$ cat config.mk
export PLATFORM = sky130hd
export DESIGN_NAME = xc_malu_divrem_seq
export DESIGN_NICKNAME = d
export VERILOG_FILES = /design/src/rtl/xc_malu_pkg.sv /design/src/rtl/xc_malu_divrem.sv /design/src/rtl/xc_malu_divrem_seq.sv
export SDC_FILE = /design/constraint.sdc
export NUM_CORES = 1
export LEC_CHECK = 0
export BUFFER_PORTS_ARGS = -buffer_cell sky130_fd_sc_hd__buf_2
export CAP_MARGIN = 20
export CELL_PAD_IN_SITES_DETAIL_PLACEMENT = 0
export CELL_PAD_IN_SITES_GLOBAL_PLACEMENT = 1
export CORE_UTILIZATION = 38
export DETAILED_ROUTE_END_ITERATION = 12
export GPL_TIMING_DRIVEN = 0
export MAX_ROUTING_LAYER = met4
export PLACE_DENSITY = 0.69
export SETUP_SLACK_MARGIN = 0.4
export SLEW_MARGIN = 5
export SYNTH_ARGS = -nofsm -noshare
export SYNTH_HDL_FRONTEND = slang
export SYNTH_SLANG_ARGS = --single-unit
$ cat constraint.sdc
create_clock -name clock -period 14.85 [get_ports clock]
set_input_delay 1.485 -clock clock [delete_from_list [all_inputs] [get_ports clock]]
set_output_delay 1.485 -clock clock [all_outputs]
set_load 0.02 [all_outputs]
$ cat src/rtl/xc_malu_pkg.sv
// Shared encodings for the multi-cycle ALU divide/remainder path.
package xc_malu_pkg;

    localparam int unsigned XLEN  = 32;
    localparam int unsigned CNT_W = 5;

    typedef enum logic [1:0] {
        OP_DIV  = 2'd0,
        OP_DIVU = 2'd1,
        OP_REM  = 2'd2,
        OP_REMU = 2'd3
    } divrem_op_e;

    typedef enum logic [1:0] {
        ST_IDLE  = 2'd0,
        ST_START = 2'd1,
        ST_RUN   = 2'd2,
        ST_DONE  = 2'd3
    } divrem_state_e;

    // Operands captured at request acceptance.
    typedef struct packed {
        divrem_op_e        op;
        logic [XLEN-1:0]   rs1;
        logic [XLEN-1:0]   rs2;
    } divrem_req_t;

    function automatic logic op_is_signed(input divrem_op_e op);
        return (op == OP_DIV) || (op == OP_REM);
    endfunction

    function automatic logic op_is_rem(input divrem_op_e op);
        return (op == OP_REM) || (op == OP_REMU);
    endfunction

endpackage

$ cat src/rtl/xc_malu_divrem.sv
// One-bit-per-cycle restoring divider step logic; iteration state lives in the parent.
module xc_malu_divrem
    import xc_malu_pkg::*;
(
    input  logic              clock,
    input  logic              flush,
    input  logic              valid,
    input  logic              op_signed,
    input  logic [XLEN-1:0]   rs1,
    input  logic [XLEN-1:0]   rs2,
    input  logic [CNT_W-1:0]  counter,
    input  logic [XLEN-1:0]   accumulator,
    input  logic [XLEN-1:0]   argument,
    output logic [XLEN-1:0]   padd_lhs,
    output logic [XLEN-1:0]   padd_rhs,
    input  logic [XLEN-1:0]   padd_result,
    input  logic              padd_borrow,
    output logic [XLEN-1:0]   n_accumulator,
    output logic [XLEN:0]     n_argument,
    output logic              finished,
    output logic [XLEN-1:0]   quotient_out,
    output logic [XLEN-1:0]   dividend_out
);

    logic              r_active;
    logic              w_rs1_neg;
    logic              w_quot_neg;
    logic              w_qbit;
    logic [CNT_W-1:0]  w_shift;
    logic [XLEN-1:0]   w_abs_rs1;
    logic [XLEN-1:0]   w_abs_rs2;
    logic [XLEN-1:0]   w_low_mask;

    assign w_rs1_neg  = op_signed && rs1[XLEN-1];
    assign w_abs_rs1  = w_rs1_neg ? (~rs1 + XLEN'(1)) : rs1;
    assign w_abs_rs2  = (op_signed && rs2[XLEN-1]) ? (~rs2 + XLEN'(1)) : rs2;
    // Division by zero keeps the all-ones quotient unsigned-looking for signed ops.
    assign w_quot_neg = op_signed && (rs1[XLEN-1] ^ rs2[XLEN-1]) && (|rs2);

    // Step i tests the dividend window aligned with divisor << (31 - i).
    assign w_shift    = CNT_W'(XLEN-1) - counter;
    assign padd_lhs   = accumulator >> w_shift;
    assign padd_rhs   = w_abs_rs2;
    assign w_qbit     = ~padd_borrow;
    assign w_low_mask = ~({XLEN{1'b1}} << w_shift);

    always_comb begin
        n_accumulator = accumulator;
        n_argument    = {argument, w_qbit};
        if (valid) begin
            n_accumulator = w_abs_rs1;
            n_argument    = '0;
        end else if (w_qbit) begin
            n_accumulator = (padd_result << w_shift) | (accumulator & w_low_mask);
        end
    end

    assign finished     = r_active && (counter == CNT_W'(XLEN-1));
    assign quotient_out = w_quot_neg ? (~argument + XLEN'(1)) : argument;
    assign dividend_out = w_rs1_neg ? (~accumulator + XLEN'(1)) : accumulator;

    // Tracks an iteration in progress between the load cycle and the last step.
    always_ff @(posedge clock) begin
        if (flush) begin
            r_active <= 1'b0;
        end else if (valid) begin
            r_active <= 1'b1;
        end else if (finished) begin
            r_active <= 1'b0;
        end
    end

endmodule

$ cat src/rtl/xc_malu_divrem_seq.sv
// Sequencer around xc_malu_divrem: request/response handshakes, iteration registers,
// borrow-chain subtractor and result selection.
module xc_malu_divrem_seq
    import xc_malu_pkg::*;
#(
    parameter bit FAST_DIV0 = 1'b1
)
(
    input  logic              clock,
    input  logic              reset,
    input  logic              flush,
    input  logic              req_valid,
    output logic              req_ready,
    input  logic [1:0]        req_op,
    input  logic [XLEN-1:0]   req_rs1,
    input  logic [XLEN-1:0]   req_rs2,
    output logic              rsp_valid,
    input  logic              rsp_ready,
    output logic [XLEN-1:0]   rsp_result,
    output logic              busy
);

    divrem_state_e     r_state;
    divrem_state_e     w_state_nxt;
    divrem_req_t       r_req;
    logic [CNT_W-1:0]  r_counter;
    logic [XLEN-1:0]   r_accumulator;
    logic [XLEN-1:0]   r_argument;

    logic              w_accept;
    logic              w_rsp_fire;
    logic              w_div_flush;
    logic              w_div_valid;
    logic [XLEN-1:0]   w_padd_lhs;
    logic [XLEN-1:0]   w_padd_rhs;
    logic [XLEN-1:0]   w_padd_result;
    logic [XLEN-1:0]   w_padd_carry;
    logic [XLEN-1:0]   w_n_accumulator;
    logic [XLEN:0]     w_n_argument;
    logic              w_unused_arg_msb;
    logic              w_finished;
    logic [XLEN-1:0]   w_quotient;
    logic [XLEN-1:0]   w_dividend;
    logic [XLEN-1:0]   w_result;

    always_ff @(posedge clock) begin
        if (reset) begin
            r_state <= ST_IDLE;
        end else begin
            r_state <= w_state_nxt;
        end
    end

    always_comb begin
        w_state_nxt = r_state;
        req_ready   = 1'b0;
        rsp_valid   = 1'b0;
        busy        = 1'b0;
        w_accept    = 1'b0;
        w_rsp_fire  = 1'b0;
        w_div_valid = 1'b0;

        if (!reset) begin
            req_ready = (r_state == ST_IDLE) && !flush;
            rsp_valid = (r_state == ST_DONE) && !flush;
            busy      = (r_state != ST_IDLE);
        end
        w_accept   = req_valid && req_ready;
        w_rsp_fire = rsp_valid && rsp_ready;

        if (flush) begin
            w_state_nxt = ST_IDLE;
        end else begin
            case (r_state)
                ST_IDLE: begin
                    if (w_accept) begin
                        w_state_nxt = (FAST_DIV0 && (req_rs2 == '0)) ? ST_DONE : ST_START;
                    end
                end
                ST_START: begin
                    w_div_valid = 1'b1;
                    w_state_nxt = ST_RUN;
                end
                ST_RUN: begin
                    if (w_finished) begin
                        w_state_nxt = ST_DONE;
                    end
                end
                ST_DONE: begin
                    if (w_rsp_fire) begin
                        w_state_nxt = ST_IDLE;
                    end
                end
                default: w_state_nxt = ST_IDLE;
            endcase
        end
    end

    assign w_div_flush = flush || reset || w_rsp_fire;

    // Operand capture and iteration registers.
    always_ff @(posedge clock) begin
        if (reset) begin
            r_req         <= '0;
            r_counter     <= '0;
            r_accumulator <= '0;
            r_argument    <= '0;
        end else begin
            if (w_accept) begin
                r_req <= '{op: divrem_op_e'(req_op), rs1: req_rs1, rs2: req_rs2};
            end
            if (r_state == ST_START) begin
                r_counter     <= '0;
                r_accumulator <= w_n_accumulator;
                r_argument    <= w_n_argument[XLEN-1:0];
            end else if (r_state == ST_RUN) begin
                r_counter     <= r_counter + CNT_W'(1);
                r_accumulator <= w_n_accumulator;
                r_argument    <= w_n_argument[XLEN-1:0];
            end
        end
    end

    assign w_unused_arg_msb = w_n_argument[XLEN];

    // Ripple subtractor exposing the borrow out of every bit position.
    always_comb begin
        logic v_borrow;
        v_borrow      = 1'b0;
        w_padd_result = '0;
        w_padd_carry  = '0;
        for (int i = 0; i < int'(XLEN); i++) begin
            w_padd_result[i] = w_padd_lhs[i] ^ w_padd_rhs[i] ^ v_borrow;
            v_borrow         = (~w_padd_lhs[i] & w_padd_rhs[i])
                             | (~(w_padd_lhs[i] ^ w_padd_rhs[i]) & v_borrow);
            w_padd_carry[i]  = v_borrow;
        end
    end

    xc_malu_divrem u_divrem (
        .clock         (clock),
        .flush         (w_div_flush),
        .valid         (w_div_valid),
        .op_signed     (op_is_signed(r_req.op)),
        .rs1           (r_req.rs1),
        .rs2           (r_req.rs2),
        .counter       (r_counter),
        .accumulator   (r_accumulator),
        .argument      (r_argument),
        .padd_lhs      (w_padd_lhs),
        .padd_rhs      (w_padd_rhs),
        .padd_result   (w_padd_result),
        .padd_borrow   (w_padd_carry[XLEN-1]),
        .n_accumulator (w_n_accumulator),
        .n_argument    (w_n_argument),
        .finished      (w_finished),
        .quotient_out  (w_quotient),
        .dividend_out  (w_dividend)
    );

    always_comb begin
        w_result = '0;
        if (!reset && (r_state == ST_DONE)) begin
            if (FAST_DIV0 && (r_req.rs2 == '0)) begin
                w_result = op_is_rem(r_req.op) ? r_req.rs1 : {XLEN{1'b1}};
            end else begin
                w_result = op_is_rem(r_req.op) ? w_dividend : w_quotient;
            end
        end
    end

    assign rsp_result = w_result;

endmodule

Yosys cells after proc, flatten, opt, wreduce, memory -nomap -nowiden
Cells that the tools add are included.

Bitwise logic cells: 229. Equal/unequal tests: 9. Muxes and demuxes: 27. Reduce and logical (&&, ||, !) cells: 27. Shift-type cells: 3. $add $sub $neg: 6.

Operators with widths (count): 32-bit 2-to-1 mux (15); 32-bit NOT (5); 32-bit by 1-bit adder with 32-bit output (second input constant) (4); 32-bit logical NOT (2); 1-bit NOT (64); 1-bit XOR (64); 1-bit bitwise AND (63); 32-bit bitwise AND (1); 32-bit OR (1); 32-bit OR reduction (1); 32-bit by 5-bit << shifter with 32-bit output (1); 32-bit by 5-bit << shifter with 32-bit output (first input constant) (1); 32-bit by 5-bit right shift with 32-bit output (1); 1-bit OR (31); 1-bit logical AND (10); 2-bit == test (second input constant) (4); 2-bit 2-to-1 mux (4); 2-bit case mux with 4 select lines (1); 1-bit 2-to-1 mux (7); 2-bit nonzero test (3); 5-bit by 1-bit adder with 5-bit output (second input constant) (1); 5-bit == test (second input constant) (1); 5-bit subtractor (first input constant) (1); 2-bit logical NOT (2); 7 further kinds (13).

Bits in registers: 138. Output and inout bits: 35.

Depth between registers and ports, before layout
Depth in word-level cells: 73. Depth in mapped cells: 50. Gate-level depth less buffers: 46.

By module
From an unflattened synthesis, not the netlist that was laid out.

Cell total of the unflattened synthesis: 1766. Area, all modules: 13843.3 um^2.

By module, submodules not included: xc_malu_divrem (seq. area each 20.0 um^2, instances 1, area an instance 7076.8 um^2, cells an instance 986); xc_malu_divrem_seq (seq. area each 2742.6 um^2, instances 1, area an instance 6766.5 um^2, cells an instance 780).

Worst setup path after synthesis
No wires, ideal clock.

Kind: register to register. Start: register r_counter[1]. End: register r_accumulator[27]. Library setup time: 0.101 ns. Path buffers: 5. Data arrival time: 12.711 ns. Slack: 2.038 ns. Cell stages (with the launch flop): 49. Clock period less this slack: 12.812 ns. Cell sequence: dfxtp_1 -> buf_2 -> clkbuf_1 -> buf_2 -> clkbuf_1 -> mux4_2 -> nand2_1 -> nand2_1 -> o211ai_1 -> o21a_1 -> ha_1 -> inv_1 -> fa_1 -> inv_1 -> fa_1 -> fa_1 -> fa_1 -> fa_1 -> [13 not listed] -> fa_1 -> fa_1 -> fa_1 -> fa_1 -> fa_1 -> fa_1 -> fa_1 -> fa_1 -> fa_1 -> fa_1 -> fa_1 -> fa_1 -> fa_1 -> fa_1 -> o21ai_1 -> clkbuf_1 -> a21oi_1 -> o41ai_1.

Cells in the longest elaborated chain, start to end: 71. Elaborated cells between the ends (all ways): 231.

RTL lines: start: declaration (line xc_malu_divrem_seq.sv:26) `logic [CNT_W-1:0] r_counter;`; start signal: assignment (line xc_malu_divrem_seq.sv:117) `r_counter <= r_counter + CNT_W'(1);`; 5-bit subtractor (*) (line xc_malu_divrem.sv:41) `assign w_shift = CNT_W'(XLEN-1) - counter;`; 32-bit by 5-bit right shift with 32-bit output (line xc_malu_divrem.sv:42) `assign padd_lhs = accumulator >> w_shift;`; 1-bit XOR / 1-bit NOT (equally long branches) (line xc_malu_divrem_seq.sv:133, xc_malu_divrem_seq.sv:135, xc_malu_divrem_seq.sv:134); 1-bit NOT / 1-bit bitwise AND (equally long branches) (line xc_malu_divrem_seq.sv:135, xc_malu_divrem_seq.sv:134); 1-bit bitwise AND (line xc_malu_divrem_seq.sv:135) `| (~(w_padd_lhs[i] ^ w_padd_rhs[i]) & v_borrow);`; 1-bit OR (line xc_malu_divrem_seq.sv:135); 1-bit bitwise AND (line xc_malu_divrem_seq.sv:135); 1-bit OR (line xc_malu_divrem_seq.sv:135); [55 not listed]; 1-bit OR (line xc_malu_divrem_seq.sv:135); 1-bit XOR (line xc_malu_divrem_seq.sv:133) `w_padd_result[i] = w_padd_lhs[i] ^ w_padd_rhs[i] ^ v_borrow;`; 32-bit by 5-bit << shifter with 32-bit output (line xc_malu_divrem.sv:54) `n_accumulator = (padd_result << w_shift) | (accumulator & w_low_mask);`; 32-bit OR (line xc_malu_divrem.sv:54); 32-bit 2-to-1 mux (*) (line xc_malu_divrem.sv:53) `end else if (w_qbit) begin`; 32-bit 2-to-1 mux (*) (line xc_malu_divrem.sv:50) `if (valid) begin`; 32-bit 2-to-1 mux (line xc_malu_divrem_seq.sv:116) `end else if (r_state == ST_RUN) begin`; 32-bit 2-to-1 mux (*) (line xc_malu_divrem_seq.sv:112) `if (r_state == ST_START) begin`; end signal: assignment (line xc_malu_divrem_seq.sv:114) `r_accumulator <= w_n_accumulator;`; end signal: assignment (line xc_malu_divrem_seq.sv:118) `r_accumulator <= w_n_accumulator;`; end: declaration (line xc_malu_divrem_seq.sv:27) `logic [XLEN-1:0] r_accumulator;`.

Every way passes the cells marked *; elsewhere a longest branch is shown, timed or not. The select of a mux whose other input is x is not followed. A chain may end at the register's enable or synchronous reset.

Worst setup path after layout
Start: register r_counter[1]. End: register r_accumulator[10].

The elaborated chain is that of the path after synthesis.

==> key figures <==
Yosys
  • Synth warn: 0
  • Cell variety after synth: a little under 80
  • Seq cells post-synth: 138
  • Seq/Total Area, Yosys: 20.9%
  • Post-synth net total: between 1,500 and 2,000
  • EDFF count, synth: 0
  • Ys async rst share: 0%
  • Mapped Area: ~13,000 sq um
  • Syn_area_per_cell: approximately 7.5 sq um
  • Post-Syn Instances: roughly 1,800
  • Post-synth top flop: dfxtp_1

Final layout
  • Area grow syn2layout: 13.0%
  • Antenna diodes: 0
  • Filler cells: between 3,000 and 4,000
  • Share of cells above drive strength 1: roughly an eighth
  • Final nets: about 2,000
  • Design area: roughly 15,000 sq um
  • Util after Layout: between 40% and 50%

Drt
  • DRT Pass-1 Iters: 7
  • Via Count: 14,976
  • Drt drc: 0
  • Iteration-0 DRC Markers: ~2,300
  • Total Wirelength: ~64,000 um
  • Vias per cell: 6.39
  • DR WL/cell: between 20 and 30 um
  • Remaining antenna violation count after routing: 0

Setup path
  • Critical path's largest stage delay: roughly 0.46 ns
  • R2r startpoint: r_counter[1]
  • CP dominant cell by count: fa_1
  • Kind of critical path: reg -> reg
  • Worst path bufs/invs: 8
  • CP Data Required Time: between 15 and 20 ns
  • Crit-path max FO: 10
  • Worst EP arrival: 14.29 ns
  • Crit start category: flop
  • Critical Path Start: r_counter[1]
  • Crit path max-delay family: adder cells
  • Crit-path slowest cell: fa_1
  • CP Capture Type: flop

Timing
  • Tmin final: between 10 and 15 ns
  • RSZ-0062 raised after global routing: false
  • Final hold vios: 0
  • Slew Limit Fails: 0
  • Slew @ Worst Pin: 1.01 ns
  • Final Cycle Share: 93.9%
  • Slew headroom: between 30% and 40%
  • Finish-stage setup viols: 0
  • Clock Skew: 0.0182 ns
  • FMAX: a little over 70 MHz

Worst hold path
  • Min-delay src: r_req[19]
  • Hold Path Class: reg -> reg

Run status
  • Outcome: complete, no violations

CTS
  • Clock slew at reported path FFs: approximately 0.070 ns
  • Worst-case clock buffer depth: 2
  • CTS tree: yes
  • Post-CTS Setup Bufs: 0
  • Total clock sinks: roughly 140
  • Clock Root Buffer: clkbuf_16
  • Worst-Skew Late Latency: ~0.47 ns
  • H-tree Lvls: 4
  • CTS Buf Count: 17

Power and ir drop
  • Pwr dens: slightly above 80 nW/um^2
  • Leak: roughly 0.0054 uW
  • Peak supply drop: between 0.00009 and 0.0001 V

Placed design
  • RD Place Congestion: 1.04
  • Post-Place Cell Area: around 14,000 sq um
  • PortBufs: ~100
  • Post-DP HPWL: approximately 51,000 um

Global routing
  • Pin count of the biggest net entering global routing: 17
  • Overall Global Routing Usage: a little under two fifths
  • Antenna violations before repair: 0
  • First-pass GRT wire length: 93,500 um
  • GRT Residual Overflow: 0
  • Vias in the first global route: 13,776

Floorplan
  • Die area: around 36,000 sq um
  • IO Count: approximately 110
  • Chip Height: between 150 and 200 um
  • Cell row count: between 60 and 70
  • Initial Util: 39.0%
  • Die Span X: 189 um
  • CORE AREA: 33,900 sq um

Run
  • Max cap viols: 0
## worst register-to-register path: cells and delay by family, from the launching register on
family                   cells  cell delay, ns
AND/OR/NAND/NOR              3            0.31
multiplexers                 1            0.41
buffers and inverters        8            1.87
AO/OA/AOI/OAI                4            1.17
adder cells (fa/ha/maj)     32            9.63
flip-flops                   1            0.45
## where the power goes
group	internal [uW]	switching (uW)
registers	378	15.3
logic	146	240
clock network	250	201
## sequential cells by signal (all words and copies together), names as in the netlist, named ones only
name,count
u_divrem.r_active,1
r_state,2
r_req,66
r_argument,32
r_counter,5
r_accumulator,31
## metrics by stage
| stage | cells | worst slack (ns) | hold slack [ns] | TNS [ns] | power [uW] |
|---|---|---|---|---|---|
| 6_report | 2343 | 0.904 | 0.490 | 0 | 1230 |
| 5_1_grt | 2343 | 0.485 | 0.515 | 0 | 1270 |
| 4_1_cts | 2341 | 0.441 | 0.495 | 0 | 1220 |
| 3_5_place_dp | 2310 | -0.00975 | 0.486 | -0.00975 | 772 |
| 3_3_place_gp | 2310 | 0.0913 | 0.477 | 0 | 770 |
| 2_1_floorplan | 1758 | 2.04 | 0.458 | 0 | 650 |
## kinds of logic after synthesis
logic type,count (synthesis),share of synthesized area (%)
simple gates,669,23.0
mux,124,14.4
xor+xnor,113,7.48
buf+inv,197,5.88
compound gates,472,22.4
fa+ha+maj,45,6.02
flops,138,20.9
## metal layers
layer	track usage, %	share of wire [%]	up-vias
met5	-	0	-
met4	9.77	2.5	0
met3	9.35	12	117
met2	49.5	40	1016
met1	54.0	45	7229
li1	-	-	6614
## synth_stat cells, drive strengths merged, types with 8 or more instances
library cell,n,area (sq um)
a221oi,8,76.3
a211oi,14,110
fa,31,621
a22oi,8,60.1
or3,12,75.1
xor2,55,482
o31ai,27,203
mux2i,58,581
or4,14,113
o41ai,16,140
inv,36,135
nor4,28,196
nand2b,14,90.1
nor3,43,215
ha,14,175
and2,18,115
mux4,51,1150
and3,10,62.6
a31oi,38,238
nor2b,15,93.8
nand3,54,270
buf,49,221
mux2,15,169
nand4,9,56.3
xnor2,58,508
clkbuf,109,410
nand2,318,1190
o211ai,27,203
a21oi,174,871
dfxtp,138,2760
o21ai,91,455
nor2,119,447
## final timing paths
check	depth (start not counted)	end	slack [ns]
worst max-delay path	48	r_accumulator[10]	0.90
worst min-delay path	2	r_req[19]	0.49
worst max register to register	48	r_accumulator[10]	0.90
worst min register to register	2	r_req[19]	0.49
## repair_timing
action,4_1_cts,5_1_grt
hold buffers,0,0
endpoints found under the setup margin,26,32
gates resized for setup,5,31
cloned,0,0
## layout make-up
| type | instances | area, sq um | share of cell area [%] |
|---|---|---|---|
| multi-input cells | 1423 | 9690 | 64.9 |
| clock buffers | 17 | 425 | 2.85 |
| clock inverters | 14 | 161 | 1.08 |
| plain buffers | 158 | 664 | 4.45 |
| flip-flops and latches | 138 | 2760 | 18.5 |
| repair buffers | 106 | 531 | 3.55 |
| inverters | 39 | 146 | 0.979 |
| well taps | 448 | 561 | 3.75 |
## cell usage in the layout, fill, tap and decap left out, types with 14 or more instances in the layout
| master | count |
|---|---|
| nand2_1 | 318 |
| a21oi_1 | 173 |
| dfxtp_1 | 138 |
| nor2_1 | 118 |
| buf_2 | 113 |
| clkbuf_1 | 98 |
| o21ai_0 | 87 |
| mux2i_1 | 58 |
| xnor2_1 | 58 |
| xor2_1 | 55 |
| nand3_1 | 54 |
| mux4_2 | 51 |
| nor3_1 | 43 |
| a31oi_1 | 38 |
| inv_1 | 35 |
| fa_1 | 31 |
| buf_1 | 28 |
| o211ai_1 | 27 |
| o31ai_1 | 27 |
| nor4_1 | 26 |
| clkbuf_2 | 17 |
| and2_1 | 17 |
| clkbuf_16 | 17 |
| o41ai_1 | 16 |
| mux2_2 | 15 |
| nor2b_1 | 15 |
| ha_1 | 14 |
Power figures use the tool's default switching activity.
